--- config.mk ---
export PLATFORM = sky130hd
export DESIGN_NAME = reg_file_param
export DESIGN_NICKNAME = d
export VERILOG_FILES = /design/src/rtl/instr_pack.sv /design/src/rtl/reg_incdec.sv /design/src/rtl/reg_file_param.sv
export SDC_FILE = /design/constraint.sdc
export NUM_CORES = 1
export LEC_CHECK = 0
export BUFFER_PORTS_ARGS = -buffer_cell sky130_fd_sc_hd__buf_2
export CAP_MARGIN = 20
export CORE_ASPECT_RATIO = 1.5
export CORE_MARGIN = 5
export CORE_UTILIZATION = 50
export CTS_BUF_LIST = sky130_fd_sc_hd__clkbuf_2
export CTS_CLUSTER_DIAMETER = 120
export DETAILED_ROUTE_END_ITERATION = 10
export GPL_ROUTABILITY_DRIVEN = 0
export PLACE_DENSITY = 0.69
export SYNTH_ARGS = -nofsm -noshare
export SYNTH_HDL_FRONTEND = slang
export SYNTH_SLANG_ARGS = --single-unit
--- constraint.sdc ---
create_clock -name clk -period 3.8 [get_ports clk]
set_clock_uncertainty 0.2 [all_clocks]
set_input_delay 0.57 -clock clk [delete_from_list [all_inputs] [get_ports clk]]
set_output_delay 0.57 -clock clk [all_outputs]
set_load 0.005 [all_outputs]
--- src/rtl/instr_pack.sv ---
// Shared opcode, register-index and load-FSM types for reg_file_param.
// Also holds the parameter defaults used by reg_file_param and reg_incdec.
// Type definitions only; no logic, no latency, no flow control.
package instr_pack;

    localparam int DATA_W_DEF   = 8;
    localparam int NUM_REGS_DEF = 16;
    localparam int PC_W_DEF     = 10;
    localparam int REG_IDX_W    = $clog2(NUM_REGS_DEF);

    typedef logic [REG_IDX_W-1:0] reg_idx_t;

    typedef enum logic [3:0] {
        NOP    = 4'd0,
        LIT_LO = 4'd1,
        LIT_HI = 4'd2,
        MOV    = 4'd3,
        LOAD   = 4'd4,
        STORE  = 4'd5,
        INCR   = 4'd6,
        DECR   = 4'd7,
        BIZ    = 4'd8,
        BNZ    = 4'd9,
        JMP    = 4'd10
    } reg_OP;

    typedef enum logic {
        LD_IDLE = 1'b0,
        LD_WAIT = 1'b1
    } ld_state_e;

endpackage

--- src/rtl/reg_incdec.sv ---
// Increment, decrement and half-word literal merge for one register value.
// Purely combinational, zero latency.
// No flow control; results are consumed by the register file on its write cycle.
module reg_incdec
    import instr_pack::*;
#(
    parameter int DATA_W = DATA_W_DEF
) (
    input  logic [DATA_W-1:0]   val,
    input  logic [DATA_W/2-1:0] imm,
    output logic [DATA_W-1:0]   inc_val,
    output logic [DATA_W-1:0]   dec_val,
    output logic [DATA_W-1:0]   lo_val,
    output logic [DATA_W-1:0]   hi_val
);

    localparam int HALF = DATA_W / 2;

    // Wrap-around is the natural behaviour of the fixed-width add/subtract.
    assign inc_val = val + DATA_W'(1);
    assign dec_val = val - DATA_W'(1);
    assign lo_val  = {val[DATA_W-1:HALF], imm};
    assign hi_val  = {imm, val[HALF-1:0]};

endmodule

--- src/rtl/reg_file_param.sv ---
// Register file with literal/move/inc/dec/store ops, branching PC and a single outstanding load.
// State updates on the falling edge of clk; define REG_FILE_BYPASS_EN to forward ld_data onto rd_a/rd_b.
// op_ready is low while a load is outstanding; ops presented then are ignored and pc holds.
module reg_file_param
    import instr_pack::*;
#(
    parameter int DATA_W   = DATA_W_DEF,
    parameter int NUM_REGS = NUM_REGS_DEF,
    parameter int PC_W     = PC_W_DEF
) (
    input  logic                        clk,
    input  logic                        rst_n,
    input  reg_OP                       reg_op,
    input  logic [$clog2(NUM_REGS)-1:0] reg_src,
    input  logic [$clog2(NUM_REGS)-1:0] reg_dst,
    input  logic [DATA_W/2-1:0]         imm,
    input  logic [DATA_W-1:0]           ext_r,
    input  logic [DATA_W-1:0]           ext_s,
    output logic                        op_ready,
    output logic                        ld_req,
    input  logic [DATA_W-1:0]           ld_data,
    input  logic                        ld_valid,
    output logic                        st_valid,
    output logic [DATA_W-1:0]           st_data,
    output logic [DATA_W-1:0]           rd_a,
    output logic [DATA_W-1:0]           rd_b,
    output logic [PC_W-1:0]             pc
);

    localparam int IDX_W = $clog2(NUM_REGS);
    localparam int LINK  = NUM_REGS - 2;

    logic [DATA_W-1:0] regs_q [NUM_REGS];
    logic [DATA_W-1:0] regs_d [NUM_REGS];
    logic [PC_W-1:0]   pc_q, pc_d;
    ld_state_e         state_q, state_d;
    logic [IDX_W-1:0]  ld_dst_q, ld_dst_d;
    logic              ld_req_q, ld_req_d;
    logic              st_valid_q, st_valid_d;
    logic [DATA_W-1:0] st_data_q, st_data_d;
    logic              op_ready_q, op_ready_d;

    logic [DATA_W-1:0] src_val, dst_val;
    logic [DATA_W-1:0] inc_val, dec_val, lo_val, hi_val;
    logic [PC_W-1:0]   link_pc;
    logic              wr_en;
    logic [IDX_W-1:0]  wr_idx;
    logic [DATA_W-1:0] wr_val;

    assign src_val = regs_q[reg_src];
    assign dst_val = regs_q[reg_dst];
    assign link_pc = PC_W'(regs_q[LINK]);

    reg_incdec #(.DATA_W(DATA_W)) u_incdec (
        .val     (dst_val),
        .imm     (imm),
        .inc_val (inc_val),
        .dec_val (dec_val),
        .lo_val  (lo_val),
        .hi_val  (hi_val)
    );

    always_comb begin
        regs_d     = regs_q;
        pc_d       = pc_q;
        state_d    = state_q;
        ld_dst_d   = ld_dst_q;
        ld_req_d   = 1'b0;
        st_valid_d = 1'b0;
        st_data_d  = st_data_q;
        wr_en      = 1'b0;
        wr_idx     = reg_dst;
        wr_val     = '0;

        case (state_q)
            LD_IDLE: begin
                pc_d = pc_q + PC_W'(1);
                case (reg_op)
                    LIT_LO: begin wr_en = 1'b1; wr_val = lo_val;  end
                    LIT_HI: begin wr_en = 1'b1; wr_val = hi_val;  end
                    INCR:   begin wr_en = 1'b1; wr_val = inc_val; end
                    DECR:   begin wr_en = 1'b1; wr_val = dec_val; end
                    MOV: begin
                        wr_en  = 1'b1;
                        wr_val = (reg_src == reg_dst) ? '0 : src_val;
                    end
                    STORE: begin
                        st_valid_d = 1'b1;
                        st_data_d  = src_val;
                    end
                    LOAD: begin
                        ld_req_d = 1'b1;
                        ld_dst_d = reg_dst;
                        state_d  = LD_WAIT;
                    end
                    BIZ: if (src_val == '0) pc_d = link_pc;
                    BNZ: if (src_val != '0) pc_d = link_pc;
                    JMP: pc_d = link_pc;
                    default: ;
                endcase
            end
            LD_WAIT: begin
                if (ld_valid) begin
                    wr_en   = 1'b1;
                    wr_idx  = ld_dst_q;
                    wr_val  = ld_data;
                    state_d = LD_IDLE;
                end
            end
        endcase

        // Regs 0 and 1 are pure mirrors of ext_r/ext_s, so any write to them is dropped.
        if (wr_en && (wr_idx[IDX_W-1:1] != '0)) regs_d[wr_idx] = wr_val;
        regs_d[0] = ext_r;
        regs_d[1] = ext_s;

        op_ready_d = (state_d == LD_IDLE);
    end

    always_ff @(negedge clk or negedge rst_n) begin
        if (!rst_n) begin
            regs_q     <= '{default: '0};
            pc_q       <= '0;
            state_q    <= LD_IDLE;
            ld_dst_q   <= '0;
            ld_req_q   <= 1'b0;
            st_valid_q <= 1'b0;
            st_data_q  <= '0;
            op_ready_q <= 1'b1;
        end else begin
            regs_q     <= regs_d;
            pc_q       <= pc_d;
            state_q    <= state_d;
            ld_dst_q   <= ld_dst_d;
            ld_req_q   <= ld_req_d;
            st_valid_q <= st_valid_d;
            st_data_q  <= st_data_d;
            op_ready_q <= op_ready_d;
        end
    end

`ifdef REG_FILE_BYPASS_EN
    logic ld_wr;
    assign ld_wr = (state_q == LD_WAIT) && ld_valid && (ld_dst_q[IDX_W-1:1] != '0);
    assign rd_a  = (ld_wr && (ld_dst_q == reg_src)) ? ld_data : src_val;
    assign rd_b  = (ld_wr && (ld_dst_q == reg_dst)) ? ld_data : dst_val;
`else
    assign rd_a = src_val;
    assign rd_b = dst_val;
`endif

    assign op_ready = op_ready_q;
    assign ld_req   = ld_req_q;
    assign st_valid = st_valid_q;
    assign st_data  = st_data_q;
    assign pc       = pc_q;

endmodule

=== Word-level counts from Yosys, hierarchy flattened ===
Index checks and enable logic that the tools add are counted.

* Shift-type cells: 0
* $mul: 0
* Div/mod/pow operators: 0
* Bitwise gates (word level): 5
* Reduce and logical (&&, ||, !) cells: 8
* Multiplexer cells: 27
* Add/subtract/negate cells: 3
* Magnitude comparators: 4
* Eq/ne operators: 11

{| class="wikitable"
|+ Operators with widths
! kind !! count
|-
| 128-bit bitwise mux || 1
|-
| 8-bit binary-select mux with 4-bit select || 2
|-
| 8-bit two-way mux || 7
|-
| 8-bit one-hot mux with 5 select lines || 1
|-
| 8-bit demux with 4-bit select || 1
|-
| 10-bit one-hot mux with 3 select lines || 1
|-
| 10-bit two-way mux || 2
|-
| 4-bit by 3-bit equality test with 1-bit output, second input constant || 4
|-
| 8-bit one-hot mux with 2 select lines || 1
|-
| 5-bit >= comparator, second input constant || 3
|-
| 4-bit inverter with 5-bit output || 3
|-
| 4-bit equality test, second input constant || 3
|-
| 10-bit by 1-bit adder with 10-bit output, second input constant || 1
|-
| 8-bit by 1-bit adder with 8-bit output, second input constant || 1
|-
| 4-bit by 2-bit equality test with 1-bit output, second input constant || 2
|-
| 8-bit zero test || 1
|-
| 4-bit two-way mux || 2
|-
| 8-bit nonzero test || 1
|-
| 8-bit by 1-bit subtractor with 8-bit output, second input constant || 1
|-
| 1-bit two-way mux || 7
|-
| 5-bit by 1-bit less-than comparator with 1-bit output, second input constant || 1
|-
| 5-bit OR reduction || 1
|-
| 4-bit by 1-bit equality test with 1-bit output, second input constant || 1
|-
| 4-bit equality test || 1
|-
| other kinds (5) || 9
|}

* Memory bits (read-only): 0
* Memories: 0
* Bits of input ports: 43
* Bits in writable memories: 0
* Flip-flop bits (word level): 154
* Output and inout port bits: 37
* Bits in latches: 0

=== Longest topological paths before layout ===
Gate-level depths: netlist of run 1.

* Depth in word-level cells: 8
* Depth in mapped cells: 16

=== Cells and area by module ===
From an unflattened synthesis of run 1, not the netlist that was laid out.

* Cells, all modules: 794
* Area total of the unflattened synthesis: 8543.2 µm²

{| class="wikitable"
|+ Modules (own cells, without submodules)
! module !! cells an instance !! times used !! area each (µm²)
|-
| reg_file_param || 743 || 1 || 8177.8
|-
| reg_incdec || 51 || 1 || 365.4
|}

==> impl_metrics.py, run 1 <==
metrics = {
    "routing": {
        "drtIter0Drc": 1012,
        "avgViaCountPerCell": 6.58,
        "routed-via-count": 8497,
        "avgRoutedWirePerCell_um": 25.8,
        "ant_nets": 0,
        "route.detailed.drc": 0,
        "wirelength_um": 33300,
        "dr.pass1.iters": 8,
    },
    "setup_path": {
        "endpoint_kind": "output port",
        "critical_path_arrival_ps": 4500,
        "ff2ff_path_depth": 12,
        "cp.required_ps": 3030,
        "crit_path_start_kind": "register",
        "path_max_fanout": 3,
        "path_class": "reg2out",
    },
    "clock_network": {
        "clk_pin_slew_worst_paths_ps": 210,
        "cts_inserted_buffers": 17,
        "cts_tree": "yes",
        "clk_latency_ps": 680,
        "clkSinkCount": 154,
        "htree_levels": 4,
        "root_buffer": "clkbuf_2",
        "hold_buffers": 0,
        "cts_buffer_depth": 2,
    },
    "power_and_ir_drop": {
        "leakage_nw": 5.72,
        "p_per_area_nw_per_um2": 486,
        "ir_worst_vdd_mv": 0.364,
    },
    "die": {
        "coreArea_um2": 16800,
        "die_area_um2": 19900,
        "io_pins": 80,
        "die_y_um": 170,
        "rows": 58,
        "start_util_pct": 51.0,
        "dieWidth_um": 117,
    },
    "status": {
        "status": "complete, but fails checks",
        "violations": "setup timing",
    },
    "finish": {
        "fillers": 985,
        "nets": 1118,
        "fin_cells": 1291,
        "area_growth_pct": 47.6,
        "drive_gt1_share_pct": 56.3,
    },
    "global_route": {
        "grt_pass1_wl_um": 47300,
        "globalRouteOverflowTotal": 0,
        "antenna_found_initial": 1,
        "grt_usage_pct": 31.6,
        "grt_pass1_vias": 8543,
        "grt_max_degree": 43,
    },
    "synthesis": {
        "post-synth-top-count-cell": "dfrtn_1",
        "syn-mean-instance-area_um2": 11.1,
        "synth_top_area_cell": "dfrtn_1",
        "netlist_instances": 772,
        "synthTopCellsByArea": "dfrtn_1 45%, mux4_2 18%, a21oi_1 5.0%",
        "ys_seq_elements": 154,
        "synth_seq_area_share_pct": 44.9,
        "ys_types": 66,
        "ys_top_cells_by_count": "153 x dfrtn_1, 86 x a21oi_1, 84 x nor2_1",
        "synth_flop_cell": "dfrtn_1",
        "synth_top_area_share_pct": 44.6,
        "syn-num-nets": 823,
        "synth_async_sr_flop_share_pct": 100,
        "synth_area_um2": 8580,
        "synth_edf_count": 0,
        "yosys_warnings": 0,
    },
    "sta": {
        "setup_violations": 164,
        "relSlewSlack_pct": 58.8,
        "rsz0062_at_grt": "true",
        "worst_slack_ps": -1470,
        "whs_ps": 267,
        "tightest_slew_ps": 616,
        "slew_viol_final": 0,
        "hold_violations": 0,
    },
    "run": {
        "maxCapViolCount": 0,
    },
    "placement": {
        "io_buffers": 79,
        "dp_hpwl_um": 20800,
        "dp.cells": 1175,
    },
    "min_path": {
        "hp-class": "reg2reg",
        "hold_depth": 2,
    },
}
## critical path, stage by stage, from the launching register on
cell and delay [ps]:
dfrtn_1 490, mux4_2 540, and2_4 180, o31ai_4 290, buf_6 160, nand2_4 50
buf_6 110, buf_6 100
## cells in the final DEF, fill, tap and decap left out, types with 22 or more instances in the layout
| cell | synthesis | routed |
|---|---|---|
| mux4_2 | 67 | 67 |
| mux2i_1 | 28 | 26 |
| a21oi_2 | 2 | 65 |
| nor2_1 | 84 | 83 |
| buf_2 | 9 | 56 |
| inv_1 | 23 | 22 |
| buf_6 | 4 | 69 |
| dfrtn_1 | 153 | 153 |
| nand2_1 | 63 | 58 |
| buf_4 | 2 | 183 |
| buf_12 | 0 | 22 |
## area by class of cell
cell class,instances,area (um2),share of cell area [%]
Multi-Input combinational cell,529,5120,40.4
Timing Repair Buffer,341,3090,24.4
Sequential cell,154,3850,30.4
Inverter,23,88.8,0.701
Clock inverter,16,159,1.25
Clock buffer,17,85.1,0.672
Antenna cell,1,2.50,0.0198
Tap cell,210,263,2.07
## kinds of logic after synthesis
group / Yosys count / synth area share (%)
flip-flops: 154 / 44.9
AO/OA/AOI/OAI: 178 / 12.7
AND/OR/NAND/NOR: 214 / 11.7
XOR/XNOR: 10 / 1.02
buffers and inverters: 89 / 4.48
adder cells (fa/ha/maj): 8 / 1.25
multiplexers: 119 / 24.0
## metrics by stage
stage                     setup TNS, ps  util [%]  setup WS [ps]  cell area [um2]  total power, mW
after floorplan                 -220250         -          -2140             9070             3.46
after global placement          -242180      64.0          -2200            10800             4.26
after detailed placement        -249670      64.0          -2270            10800             4.37
after CTS                       -161290      72.4          -1370            12200             5.80
after global routing            -178720      75.2          -1520            12700             6.40
final                           -173280      75.2          -1470            12700             6.15
## power by group
group / internal [mW] / total [mW] / switching [mW] / leakage [nW]
sequential: 2.06 / 2.42 / 0.362 / 1.93
combinational: 1.52 / 2.70 / 1.18 / 3.64
clock: 0.272 / 1.02 / 0.752 / 0.152
## flip-flops by register name (all words and copies together) (netlist names)
| signal | flops |
|---|---|
| ld_dst_q | 4 |
| ld_req | 1 |
| link_pc | 8 |
| op_ready | 1 |
| pc | 10 |
| regs_q | 120 |
| st_data | 8 |
| st_valid | 1 |
| state_q | 1 |
## what timing repair did
action,CTS,global route
cloned,5,3
setup endpoints to repair,165,164
pin swaps,30,30
resized for setup,147,66
setup buffers,54,29
## worst paths after layout
kind                                         from                     end  slack, ps
max                        link_pc[1]$_DFFE_NN0P_                 rd_a[1]      -1470
min                        regs_q[91]$_DFFE_NN0P_  regs_q[91]$_DFFE_NN0P_        270
max reg2reg                link_pc[0]$_DFFE_NN0P_  regs_q[20]$_DFFE_NN0P_         70
min reg2reg                regs_q[91]$_DFFE_NN0P_  regs_q[91]$_DFFE_NN0P_        270
max in group asynchronous                   rst_n   regs_q[2]$_DFFE_NN0P_       1480
min in group asynchronous                   rst_n       pc[3]$_DFFE_NN0N_       1300
## routing by layer
metal,up-vias,part of all wire [%],GRT usage [%]
met5,-,0,0
met4,0,8.4,20.8
met3,235,8.3,5.76
met2,632,50,52.7
met1,4203,34,36.6
li1,3427,-,-
Note: power is estimated with default switching activity, not from simulation.
==> run 2: changes to the inputs <==
--- a/config.mk
+++ b/config.mk
@@ -14,6 +14,7 @@
 export CTS_CLUSTER_DIAMETER = 120
 export DETAILED_ROUTE_END_ITERATION = 10
 export GPL_ROUTABILITY_DRIVEN = 0
+export GPL_TIMING_DRIVEN = 0
 export PLACE_DENSITY = 0.69
 export SYNTH_ARGS = -nofsm -noshare
 export SYNTH_HDL_FRONTEND = slang
==> run 2 against run 1 <==
The flow still finishes with violations (setup timing). Count of clock-buffer cells in the layout stayed put. Core utilization down 5.6 points. Die area is the same. Cell count decreased by 7.0%. Final area is 7.4% lower. Clock power fell by 6%. Combinational power down 14%. Register-to-register slack worse by 190 ps. Critical path depth rose by 9. Sequential power down 2%. Via count is 7.6% lower. Global-route usage decreased by 0.82 points.
==> impl_metrics.py, run 2 (synthesized netlist as in run 1, its figures left out) <==
metrics = {
    "status": {
        "status": "complete, but fails checks",
        "violations": "setup timing",
    },
    "placement": {
        "dp_hpwl_um": 20300,
        "dp.cells": 1056,
        "place_area_um2": 9730,
        "io_buffers": 73,
    },
    "min_path": {
        "hold_depth": 2,
        "min-delay-start": "regs_q[92]$_DFFE_NN0P_",
        "holdPathEnd": "regs_q[92]$_DFFE_NN0P_",
        "hp-class": "reg2reg",
    },
    "finish": {
        "final_common_cell": "dfrtn_1",
        "largest_reg_flops": 120,
        "final_cell_mix": "153 x dfrtn_1, 79 x nor2_1, 71 x buf_4",
        "area_growth_pct": 36.7,
        "nets": 1028,
        "final_area_um2": 11700,
        "drive_gt1_share_pct": 50.9,
        "regMostFlops": "regs_q",
        "fin_cells": 1201,
    },
    "clock_network": {
        "clkSinkCount": 154,
        "root_buffer": "clkbuf_2",
        "cts_tree": "yes",
        "cts_inserted_buffers": 17,
        "cts_buffer_depth": 2,
        "clk_pin_slew_worst_paths_ps": 150,
        "clk_latency_ps": 660,
        "htree_levels": 4,
    },
    "global_route": {
        "antenna_found_initial": 1,
        "grt_pass1_vias": 7812,
        "grt_max_degree": 86,
        "grt_pass1_wl_um": 45000,
        "grt_usage_pct": 30.7,
        "globalRouteOverflowTotal": 0,
    },
    "setup_path": {
        "crit_path_frequent_cell": "buf_12",
        "worst_r2r_startpoint": "regs_q[16]$_DFFE_NN0P_",
        "cpPeakStageDelay_ps": 560,
        "crit_family": "compound AO/OA/AOI/OAI gates",
        "path_max_fanout": 8,
        "path_class": "in2reg",
        "crit_slowest_cell": "mux4_2",
        "crit_buf_inv": 5,
        "crit_path_start_kind": "input port",
        "ff2ff_path_depth": 12,
        "crit_chain": "buf_12 -> buf_12 -> buf_12 -> buf_12 -> mux4_2 -> mux4_2 -> ha_4 -> a21o_1 -> a21oi_2 -> o21bai_1 -> a21oi_2 -> xnor2_1 -> a221oi_2 -> a2bb2oi_4 -> buf_6 -> a21oi_2",
        "r2r_slack_ps": -120,
        "endpoint_kind": "register",
        "cp.required_ps": 2190,
        "r2r-end": "regs_q[22]$_DFFE_NN0P_",
        "critical_path_arrival_ps": 3910,
    },
    "die": {
        "coreArea_um2": 16800,
        "rows": 58,
        "dieWidth_um": 117,
        "die_y_um": 170,
        "start_util_pct": 51.0,
        "die_area_um2": 19900,
        "io_pins": 80,
    },
    "routing": {
        "avgViaCountPerCell": 6.53,
        "route.detailed.drc": 0,
        "ant_nets": 0,
        "dr.pass1.iters": 5,
        "avgRoutedWirePerCell_um": 25.9,
        "drtIter0Drc": 872,
        "routed-via-count": 7848,
        "wirelength_um": 31100,
    },
    "sta": {
        "worst_slack_ps": -1720,
        "setup_violations": 163,
        "slew_viol_final": 0,
        "rsz0062_at_grt": "true",
        "tightest_slew_ps": 912,
        "relSlewSlack_pct": 39.2,
        "hold_violations": 0,
    },
    "power_and_ir_drop": {
        "leakage_nw": 5.13,
        "ir_worst_vdd_mv": 0.294,
        "total_power_mw": 5.66,
        "p_per_area_nw_per_um2": 482,
    },
    "run": {
        "maxCapViolCount": 0,
    },
}
## run 2: cell types whose count changed in the layout (fill, tap and decap cells not counted), sizes merged
cell      before  now
clkinv         4    9
clkbuf        20   60
inv           33   26
clkinvlp       1    2
buf          338  208
bufinv         1    2
## run 2: power breakdown
part	internal (mW)	leakage [nW]	switching, mW
Combinational	1.25	3.06	1.08
Clock	0.304	0.143	0.653
Sequential	2.06	1.93	0.313
## run 2: how the worst max path moves through the flow
stage                                    endpoint  startpoint  depth (start not counted)  slack [ps]
final                      regs_q[22]$_DFFE_NN0P_  reg_dst[0]                         16       -1720
after CTS                  regs_q[94]$_DFFE_NN0P_  reg_dst[0]                         15       -1690
after global placement    regs_q[109]$_DFFE_NN0P_  reg_dst[1]                         15       -3190
after floorplan            regs_q[46]$_DFFE_NN0P_  reg_dst[0]                         16       -2140
after global routing       regs_q[70]$_DFFE_NN0P_  reg_dst[0]                         16       -1730
after detailed placement  regs_q[101]$_DFFE_NN0P_  reg_dst[1]                         15       -3250
## run 2: worst register-to-register path: stages, from the launching register on
cell,delay (ps)
dfrtn_1,430
mux4_2,480
mux4_2,630
fa_2,440
a21o_1,180
a21oi_2,150
o21bai_1,90
a21oi_2,140
xnor2_1,100
a221oi_2,340
a2bb2oi_4,330
buf_6,190
a21oi_2,60
## run 2: routing by layer
layer | part of all wire, % | global-route usage [%] | up-vias
met5 | 0 | 0 | -
met2 | 50 | 50.0 | 537
met1 | 34 | 36.4 | 3891
li1 | - | - | 3250
met4 | 8.0 | 20.7 | 0
met3 | 8.3 | 6.19 | 170
## run 2: timing repair
item	CTS	global route
gates resized for setup	117	105
setup endpoints to repair	166	164
pin swaps	32	47
buffers inserted	72	40
cloned	7	3
hold buffers	0	0
## run 2: through the flow
stage | setup TNS [ps] | utilization (%) | hold slack, ps | worst slack [ps]
5_1_grt | -194270 | 69.6 | 277 | -1730
3_3_place_gp | -626860 | 57.6 | 231 | -3190
4_1_cts | -185610 | 66.0 | 248 | -1690
6_report | -187220 | 69.6 | 256 | -1720
2_1_floorplan | -220250 | - | 223 | -2140
3_5_place_dp | -339950 | 57.8 | 241 | -3250
## run 2: layout make-up
cell class,instances,area (um2)
Multi-Input combinational cell,529,5110
Fill cell,1168,5110
Sequential cell,154,3850
Timing Repair Buffer,187,1550
Buffer,64,619
Tap cell,210,263
Clock inverter,16,153
Inverter,23,88.8
Clock buffer,17,85.1
Antenna cell,1,2.50
